**src/rtl/round_to_nearest_even_if.sv**
```systemverilog
// Bundle for the round-to-nearest-even decision: the operand bits to be rounded
// plus the combinational and registered rounding results.
interface round_to_nearest_even_if #(
    parameter int TRAIL = 2,
    parameter int CNT_W = 32
);
    logic             inValid;
    logic             keepBit;
    logic [TRAIL-1:0] trailingBits;
    logic             stickyBit;
    logic             roundDown;
    logic             inexact;
    logic             tie;
    logic             roundDownQ;
    logic             inexactQ;
    logic             tieQ;
    logic             outValid;
    logic [CNT_W-1:0] inexactCount;

    modport master (
        output inValid, keepBit, trailingBits, stickyBit,
        input  roundDown, inexact, tie,
        input  roundDownQ, inexactQ, tieQ, outValid, inexactCount
    );

    modport slave (
        input  inValid, keepBit, trailingBits, stickyBit,
        output roundDown, inexact, tie,
        output roundDownQ, inexactQ, tieQ, outValid, inexactCount
    );
endinterface

```
**src/rtl/round_to_nearest_even.sv**
```systemverilog
// IEEE-754 round-to-nearest, ties-to-even increment decision for a truncated
// significand, with a registered copy and a saturating inexact-event counter.
module round_to_nearest_even #(
    parameter int TRAIL = 2,
    parameter int CNT_W = 32
) (
    input logic                     clock,
    input logic                     reset,
    round_to_nearest_even_if.slave  bus
);
    localparam logic [CNT_W-1:0] CNT_ONE = CNT_W'(1);
    localparam logic [CNT_W-1:0] CNT_MAX = {CNT_W{1'b1}};

    // orChain[n] = stickyBit OR trailingBits[n-1:0]; the top entry covers all
    // bits below the guard, and degenerates to stickyBit when TRAIL is 1.
    logic [TRAIL-1:0] orChain;
    logic             guardBit;
    logic             restBit;
    logic             roundUp;
    logic             inexactComb;
    logic             tieComb;

    assign orChain[0] = bus.stickyBit;

    generate
        for (genvar gi = 0; gi < TRAIL - 1; gi++) begin : g_rest_or
            assign orChain[gi+1] = orChain[gi] | bus.trailingBits[gi];
        end
    endgenerate

    assign guardBit    = bus.trailingBits[TRAIL-1];
    assign restBit     = orChain[TRAIL-1];
    assign roundUp     = guardBit & (restBit | bus.keepBit);
    assign inexactComb = guardBit | restBit;
    assign tieComb     = guardBit & ~restBit;

    assign bus.roundDown = ~roundUp;
    assign bus.inexact   = inexactComb;
    assign bus.tie       = tieComb;

    logic             outValidReg;
    logic             roundDownReg;
    logic             inexactReg;
    logic             tieReg;
    logic [CNT_W-1:0] countReg;
    logic             roundDownNext;
    logic             inexactNext;
    logic             tieNext;
    logic [CNT_W-1:0] countNext;

    always_comb begin
        roundDownNext = roundDownReg;
        inexactNext   = inexactReg;
        tieNext       = tieReg;
        countNext     = countReg;
        if (bus.inValid) begin
            roundDownNext = ~roundUp;
            inexactNext   = inexactComb;
            tieNext       = tieComb;
            // Saturate rather than wrap so a long run never reads as "few events".
            if (inexactComb && (countReg != CNT_MAX)) begin
                countNext = countReg + CNT_ONE;
            end
        end
    end

    always_ff @(posedge clock) begin
        if (reset) begin
            outValidReg  <= 1'b0;
            roundDownReg <= 1'b1;
            inexactReg   <= 1'b0;
            tieReg       <= 1'b0;
            countReg     <= '0;
        end else begin
            outValidReg  <= bus.inValid;
            roundDownReg <= roundDownNext;
            inexactReg   <= inexactNext;
            tieReg       <= tieNext;
            countReg     <= countNext;
        end
    end

    assign bus.outValid     = outValidReg;
    assign bus.roundDownQ   = roundDownReg;
    assign bus.inexactQ     = inexactReg;
    assign bus.tieQ         = tieReg;
    assign bus.inexactCount = countReg;
endmodule

```
**src/flat_wrapper.sv**
```systemverilog
// flat-port wrapper written by rule: the top's interface ports become plain ports
module round_to_nearest_even_flat 
#(
    parameter int TRAIL = 2,
    parameter int CNT_W = 32
)
  (clock, reset, bus_inValid, bus_keepBit, bus_trailingBits, bus_stickyBit, bus_roundDown, bus_inexact, bus_tie, bus_roundDownQ, bus_inexactQ, bus_tieQ, bus_outValid, bus_inexactCount);
  round_to_nearest_even_if #(.TRAIL(TRAIL), .CNT_W(CNT_W)) bus_i ();
  input logic clock;
  input logic reset;
  input wire logic [$bits(bus_i.inValid)-1:0] bus_inValid;
  input wire logic [$bits(bus_i.keepBit)-1:0] bus_keepBit;
  input wire logic [$bits(bus_i.trailingBits)-1:0] bus_trailingBits;
  input wire logic [$bits(bus_i.stickyBit)-1:0] bus_stickyBit;
  output wire logic [$bits(bus_i.roundDown)-1:0] bus_roundDown;
  output wire logic [$bits(bus_i.inexact)-1:0] bus_inexact;
  output wire logic [$bits(bus_i.tie)-1:0] bus_tie;
  output wire logic [$bits(bus_i.roundDownQ)-1:0] bus_roundDownQ;
  output wire logic [$bits(bus_i.inexactQ)-1:0] bus_inexactQ;
  output wire logic [$bits(bus_i.tieQ)-1:0] bus_tieQ;
  output wire logic [$bits(bus_i.outValid)-1:0] bus_outValid;
  output wire logic [$bits(bus_i.inexactCount)-1:0] bus_inexactCount;
  assign bus_i.inValid = bus_inValid;
  assign bus_i.keepBit = bus_keepBit;
  assign bus_i.trailingBits = bus_trailingBits;
  assign bus_i.stickyBit = bus_stickyBit;
  assign bus_roundDown = bus_i.roundDown;
  assign bus_inexact = bus_i.inexact;
  assign bus_tie = bus_i.tie;
  assign bus_roundDownQ = bus_i.roundDownQ;
  assign bus_inexactQ = bus_i.inexactQ;
  assign bus_tieQ = bus_i.tieQ;
  assign bus_outValid = bus_i.outValid;
  assign bus_inexactCount = bus_i.inexactCount;
  round_to_nearest_even #(.TRAIL(TRAIL), .CNT_W(CNT_W)) u_core (.clock(clock), .reset(reset), .bus(bus_i));
endmodule
```
**config.mk**
```make
export PLATFORM = sky130hd
export DESIGN_NAME = round_to_nearest_even_flat
export DESIGN_NICKNAME = d
export VERILOG_FILES = /design/src/rtl/round_to_nearest_even_if.sv /design/src/rtl/round_to_nearest_even.sv /design/src/flat_wrapper.sv
export SDC_FILE = /design/constraint.sdc
export NUM_CORES = 1
export LEC_CHECK = 0
export ABC_AREA = 0
export CAP_MARGIN = 15
export CORE_AREA = 4 4 64 66
export CTS_CLUSTER_SIZE = 40
export DETAILED_ROUTE_END_ITERATION = 7
export DIE_AREA = 0 0 68 70
export DONT_BUFFER_PORTS = 1
export PLACE_DENSITY_LB_ADDON = 0.3
export SETUP_SLACK_MARGIN = 0.1
export SYNTH_ARGS = -nofsm -noshare
export SYNTH_HDL_FRONTEND = slang
export SYNTH_SLANG_ARGS = --single-unit
```
**constraint.sdc**
```tcl
create_clock -name clock -period 1.9 [get_ports clock]
set_input_delay 0.57 -clock clock [delete_from_list [all_inputs] [get_ports clock]]
set_output_delay 0.57 -clock clock [all_outputs]
set_load 0.01 [all_outputs]
```
==> results by group, run 1 <==
Final layout
  – Register area: 744 sq um
  – Diodes inserted: 0
  – Layout cells sized above 1: 0.489
  – Fin util: 0.745
  – Filler-free cell count of the finished design: 318
  – Multi-input logic area: 1310 sq um
  – FILL cells: 242
  – Area grow syn2layout: 41.4%
  – Final net count: 277

Worst setup path
  – Critical path origin: u_core.bus.inexactCount[1]$_SDFFE_PP0P_
  – Worst-path fanout max: 5
  – R2r setup slk: 2 ps
  – Crit end category: register
  – Reg-to-Reg End: u_core.bus.inexactCount[30]$_SDFFE_PP0P_
  – FF-to-FF path depth: 7
  – Critical path class: register to register
  – Critical-path cell list: ha_4 -> and3_4 -> nand3_4 -> or3_4 -> buf_4 -> o31ai_2 -> a21oi_2
  – CP Data Required Time: 2130 ps
  – Slowest-stage cell, CP: or3_4
  – CP Capture Point: u_core.bus.inexactCount[30]$_SDFFE_PP0P_
  – Startpoint Class: register
  – Largest stage delay on the critical path: 400 ps
  – Worst path arrival time: 2130 ps
  – FF-to-FF Start: u_core.bus.inexactCount[1]$_SDFFE_PP0P_

Clock tree
  – Worst skew pair latency: 370 ps
  – Number of CTS-inserted buffers: 5
  – H-tree Lvls: 2
  – CTS Hold Bufs: 0
  – Reg clk slew, reported paths: 120 ps
  – CTS max path bufs: 2
  – Clock root cell: clkbuf_4
  – TritonCTS clock tree: built
  – # clock sinks: 36

Floorplan
  – Starting Density: 0.527
  – # rows: 22
  – Die footprint: 4760 sq um
  – Die width: 68 um
  – Die height: 70 um
  – Io pins: 46
  – Core Area: 3580 sq um

Logic synthesis
  – Post-Syn Instances: 213
  – Top post-synthesis cells by count: dfxtp_1, nor2_1, a21oi_1, nand2_1, xnor2_1
  – Asr flop ratio synth: 0
  – Synth Net Count: 221
  – Average size of a mapped cell: 8.85 sq um
  – Seq/Total Area, Yosys: 0.382
  – Most numerous cell in the Yosys netlist: dfxtp_1
  – YS warnings: 0
  – Largest cells by area after synthesis: dfxtp_1, xnor2_1, nor2_1
  – Leading area contributor after synthesis: dfxtp_1
  – Main synth FF type: dfxtp_1
  – Post-synth EDFFs: 0
  – #FFs+latches synth: 36
  – Netlist Area Pre-Place: 1890 sq um
  – Unique masters post-synth: 47
  – Synth top area share: 0.382

Global route
  – All-Layer GR Usage: 0.235
  – Initial antenna violation count: 0
  – Vias in the first global route: 1920
  – Largest net degree at the start of global routing: 45
  – First-pass GRT wire length: 8.79 mm
  – GRT overflow: 0

Hold path
  – Hold path depth: 1
  – Hold/Removal Path Class: input port to register

Pwr
  – Lkg Pwr: 0.977 nW
  – PD cells: 468 nW/um^2
  – Worst vdd ir: 329 uV
  – Total design power: 1.25 mW

Drt
  – First DRT Iteration DRCs: 86
  – First drt pass iteration count: 4
  – Post-Route WL: 5.91 mm
  – Vias per Instance: 6.14
  – Vias: 1951
  – DRC violations left: 0
  – Post-route ant nets: 0
  – Drt wl/cell: 18.6 um

Place
  – GP Congestion: 0.794
  – Cells after DPL: 298
  – Pre-CTS WS: -91.8 ps
  – Input/output buffers: 0
  – HPWL after detailed placement: 3.71 mm

STA
  – Slew margin rel.: 0.607
  – Crit path time final: 1900 ps
  – Worst Tran Pin Value: 588 ps
  – RSZ-0062 raised after global routing: true
  – Final Cycle Share: 0.999
  – Final Skew: 24.0 ps
  – F_max: 527 MHz
  – Worst Setup Slack, final: 2.44 ps
  – Final hold vios: 0
  – Final setup fails: 0
  – Max Slew Vio Count: 0

Run
  – Maximum Capacitance Violations: 0

Run status
  – Status: finished clean
-- layer usage --
layer	GRT usage	vias up	routed length (um)
met1	0.269	978	2300
met5	0	-	0
li1	-	894	-
met3	0.0772	18	341
met4	0.0773	0	140
met2	0.401	61	3130
-- report_power, final --
part / switching, mW / internal [mW]
logic: 0.0280 / 0.0294
registers: 0.00969 / 0.762
clock network: 0.274 / 0.144
total: 0.312 / 0.936
-- state kept, by name, indices dropped and copies added, names as in the netlist --
register	count
u_core.bus.inexactQ	1
u_core.bus.tieQ	1
u_core.bus.outValid	1
u_core.bus.roundDownQ	1
u_core.bus.inexactCount	32
-- area by class of cell --
cell class / count / share of cell area
Clock buffer: 7 / 0.0169
Clock inverter: 1 / 0.00188
Inverter: 2 / 0.00282
Multi-Input combinational cell: 163 / 0.492
Sequential cell: 36 / 0.279
Tap cell: 48 / 0.0225
Timing Repair Buffer: 61 / 0.185
-- critical path, delay by kind of cell (launching register included) --
family                   cells  cell delay [ps]
AND/OR/NAND/NOR              3              740
adder cells (fa/ha/maj)      1              130
AO/OA/AOI/OAI                2              360
buffers and inverters        1              160
flip-flops                   1              370
-- stage by stage --
stage          area, sq um  hold WS (ps)  setup TNS (ps)
3_5_place_dp          2280           522            -232
4_1_cts               2440           255               0
6_report              2670           263               0
2_1_floorplan         1920           479               0
5_1_grt               2670           232            -123
3_3_place_gp          2280           490            -101
-- logic make-up after synthesis --
kind of cell,Yosys count,share of synthesized area
simple gates,102,0.319
compound gates,39,0.138
flops,36,0.382
xor+xnor,14,0.0650
buf+inv,14,0.0464
mux,7,0.0425
fa+ha+maj,1,0.00663
-- worst min-delay path by stage --
stage                                                  start                                       end  slack, ps
floorplan           u_core.bus.inexactCount[28]$_SDFFE_PP0P_  u_core.bus.inexactCount[28]$_SDFFE_PP0P_        480
global placement     u_core.bus.inexactCount[2]$_SDFFE_PP0P_   u_core.bus.inexactCount[2]$_SDFFE_PP0P_        490
detailed placement   u_core.bus.inexactCount[2]$_SDFFE_PP0P_   u_core.bus.inexactCount[2]$_SDFFE_PP0P_        520
CTS                                                    reset  u_core.bus.inexactCount[11]$_SDFFE_PP0P_        250
global route                                           reset  u_core.bus.inexactCount[10]$_SDFFE_PP0P_        230
finish                                                 reset  u_core.bus.inexactCount[28]$_SDFFE_PP0P_        260
-- cells in the final DEF (no fill, tap or decap), types with 5 or more instances in the layout --
master    synthesis  final
a21oi_1          13      6
a21oi_2           0      7
buf_4             0     54
buf_6             4      6
clkbuf_4          0      5
dfxtp_1          36     19
dfxtp_2           0     16
nand2_1          13     13
nand3_1           7      5
nand4_1          11     11
nor2_1           26     26
nor2b_1           7      6
o21ai_1           5      5
or3_4             1      5
xnor2_1          13     13
-- timing repair --
item / 4_1_cts / 5_1_grt
pin swaps: 6 / 16
resized for setup: 10 / 44
setup endpoints to repair: 16 / 27
setup buffers: 10 / 4
Note: power is estimated with default switching activity, not from simulation.
==> run 2, diff against run 1 <==
- CORE_AREA: 4 4 64 66 -> 4 4 85 87
- DIE_AREA: 0 0 68 70 -> 0 0 89 91
- PLACE_DENSITY: unset -> 0.43
- PLACE_DENSITY_LB_ADDON: 0.3 -> unset
==> run 2 against run 1 <==
Effect of this change:
- combinational power down 3%
- via count shrank 11%
- total power is 12% higher
- clock power rose by 37%
- critical path depth is 1 lower
- first-iteration DRC count decreased by 31%
- highest routed layer unchanged
- critical endpoint is now u_core.bus.inexactCount[0]$_SDFFE_PP0P_
==> results by group, run 2 (synthesis gave the netlist of run 1 again) <==
Run status
  – Status: finished clean

Global route
  – GRT overflow: 0
  – Largest net degree at the start of global routing: 45
  – Initial antenna violation count: 0
  – All-Layer GR Usage: 0.134
  – First-pass GRT wire length: 8.78 mm
  – Vias in the first global route: 1707

Final layout
  – Post-route cell area: 2640 sq um
  – Layout cells sized above 1: 0.433
  – Area grow syn2layout: 40.1%
  – Most common cell after layout, fill and taps aside: buf_4
  – Filler-free cell count of the finished design: 345
  – Max FFs per register: 32
  – Diodes inserted: 0
  – Most frequent cells in the layout: buf_4, nor2_1, dfxtp_1
  – Final net count: 275

Drt
  – First DRT Iteration DRCs: 59
  – Post-Route WL: 5.19 mm
  – DRC violations left: 0
  – Vias: 1744
  – Post-route ant nets: 0
  – First drt pass iteration count: 4
  – Vias per Instance: 5.06
  – Drt wl/cell: 15.0 um

STA
  – RSZ-0062 raised after global routing: true
  – Final Cycle Share: 0.970
  – Worst Tran Pin Value: 508 ps
  – Crit path time final: 1840 ps
  – Final hold vios: 0
  – Slew margin rel.: 0.660
  – Final setup fails: 0
  – F_max: 543 MHz
  – Max Slew Vio Count: 0
  – Final Skew: 9.05 ps

Place
  – Input/output buffers: 0
  – Cell Area, Placed: 2330 sq um
  – GP Congestion: 0.751
  – HPWL after detailed placement: 3.76 mm
  – Cells after DPL: 329

Pwr
  – PD cells: 529 nW/um^2
  – Worst vdd ir: 406 uV
  – Total design power: 1.40 mW
  – Lkg Pwr: 0.975 nW

Floorplan
  – Die height: 91 um
  – # rows: 29
  – Starting Density: 0.297
  – Core Area: 6350 sq um
  – Die footprint: 8100 sq um
  – Die width: 89 um
  – Io pins: 46

Worst setup path
  – Worst-path fanout max: 17
  – FF-to-FF Start: u_core.bus.inexactCount[28]$_SDFFE_PP0P_
  – Reg-to-Reg End: u_core.bus.inexactCount[0]$_SDFFE_PP0P_
  – Slowest-stage cell, CP: nor4_4
  – FF-to-FF path depth: 6
  – Worst path arrival time: 2020 ps
  – CP Data Required Time: 2080 ps
  – R2r setup slk: 60 ps
  – Critical path class: register to register
  – Crit end category: register
  – Critical-path cell list: nand4_1 -> nor4_4 -> and4_4 -> buf_12 -> nor2b_4 -> mux2_4
  – Largest stage delay on the critical path: 450 ps
  – Startpoint Class: register

Clock tree
  – TritonCTS clock tree: built
  – CTS Hold Bufs: 0
  – Worst skew pair latency: 290 ps
  – Clock root cell: clkbuf_8
  – CTS max path bufs: 2
  – H-tree Lvls: 2
  – # clock sinks: 36
  – Reg clk slew, reported paths: 80 ps
  – Number of CTS-inserted buffers: 5

Hold path
  – Hold path depth: 1
  – Hold/Removal Path Class: input port to register
  – Worst Hold Launch: reset
  – WHS Endpoint: u_core.bus.inexactCount[13]$_SDFFE_PP0P_

Run
  – Maximum Capacitance Violations: 0
## run 2: worst max path at each step
stage | cells after the start | slack, ps | startpoint | endpoint
floorplan | 5 | 70 | bus_stickyBit | u_core.bus.inexactCount[31]$_SDFFE_PP0P_
global placement | 6 | -60 | bus_stickyBit | u_core.bus.inexactCount[27]$_SDFFE_PP0P_
global route | 6 | -0.7 | u_core.bus.inexactCount[28]$_SDFFE_PP0P_ | u_core.bus.inexactCount[0]$_SDFFE_PP0P_
CTS | 7 | 60 | u_core.bus.inexactCount[0]$_SDFFE_PP0P_ | u_core.bus.inexactCount[31]$_SDFFE_PP0P_
detailed placement | 6 | -60 | bus_stickyBit | u_core.bus.inexactCount[23]$_SDFFE_PP0P_
finish | 6 | 60 | u_core.bus.inexactCount[28]$_SDFFE_PP0P_ | u_core.bus.inexactCount[0]$_SDFFE_PP0P_
## run 2: report_power, final
part / switching, mW / internal, mW / leakage (nW)
sequential: 0.00716 / 0.762 / 0.300
clock: 0.283 / 0.290 / 0.0510
combinational: 0.0262 / 0.0293 / 0.624
total: 0.316 / 1.08 / 0.975
## run 2: final cells by class
type	count	area [sq um]
clock buffer	6	82.6
clock inverter	2	10.0
fill	646	3710
inverter	2	7.51
multi-input combinational	163	1220
sequential	36	746
tap	77	96.3
timing repair buffer	59	475
## run 2: timing repair
item / in CTS / in global routing
pin swaps: 1 / 9
buffers inserted: 2 / 6
endpoints found under the setup margin: 15 / 22
resized for setup: 7 / 27
## run 2: metrics by stage
stage / hold WS, ps / utilization / worst slack, ps / setup TNS, ps
after detailed placement: 550 / 0.367 / -58.1 / -203
after floorplan: 479 / - / 69.0 / 0
after global routing: 322 / 0.416 / -0.684 / -0.684
after global placement: 563 / 0.367 / -55.6 / -152
final: 346 / 0.416 / 57.3 / 0
after CTS: 328 / 0.388 / 63.1 / 0
## run 2: routing by layer
| metal | routed length (um) | global-route usage | vias to the layer above |
|---|---|---|---|
| met5 | 0 | 0 | - |
| met4 | 59 | 0.0335 | 0 |
| met1 | 2310 | 0.179 | 823 |
| met2 | 2550 | 0.210 | 21 |
| met3 | 261 | 0.0398 | 7 |
| li1 | - | - | 893 |
## run 2: worst max-delay path: cells and delay by family, from the launching register on
kind / cells / cell delay (ps)
buf+inv: 1 / 140
mux: 1 / 280
simple gates: 4 / 990
flops: 1 / 330
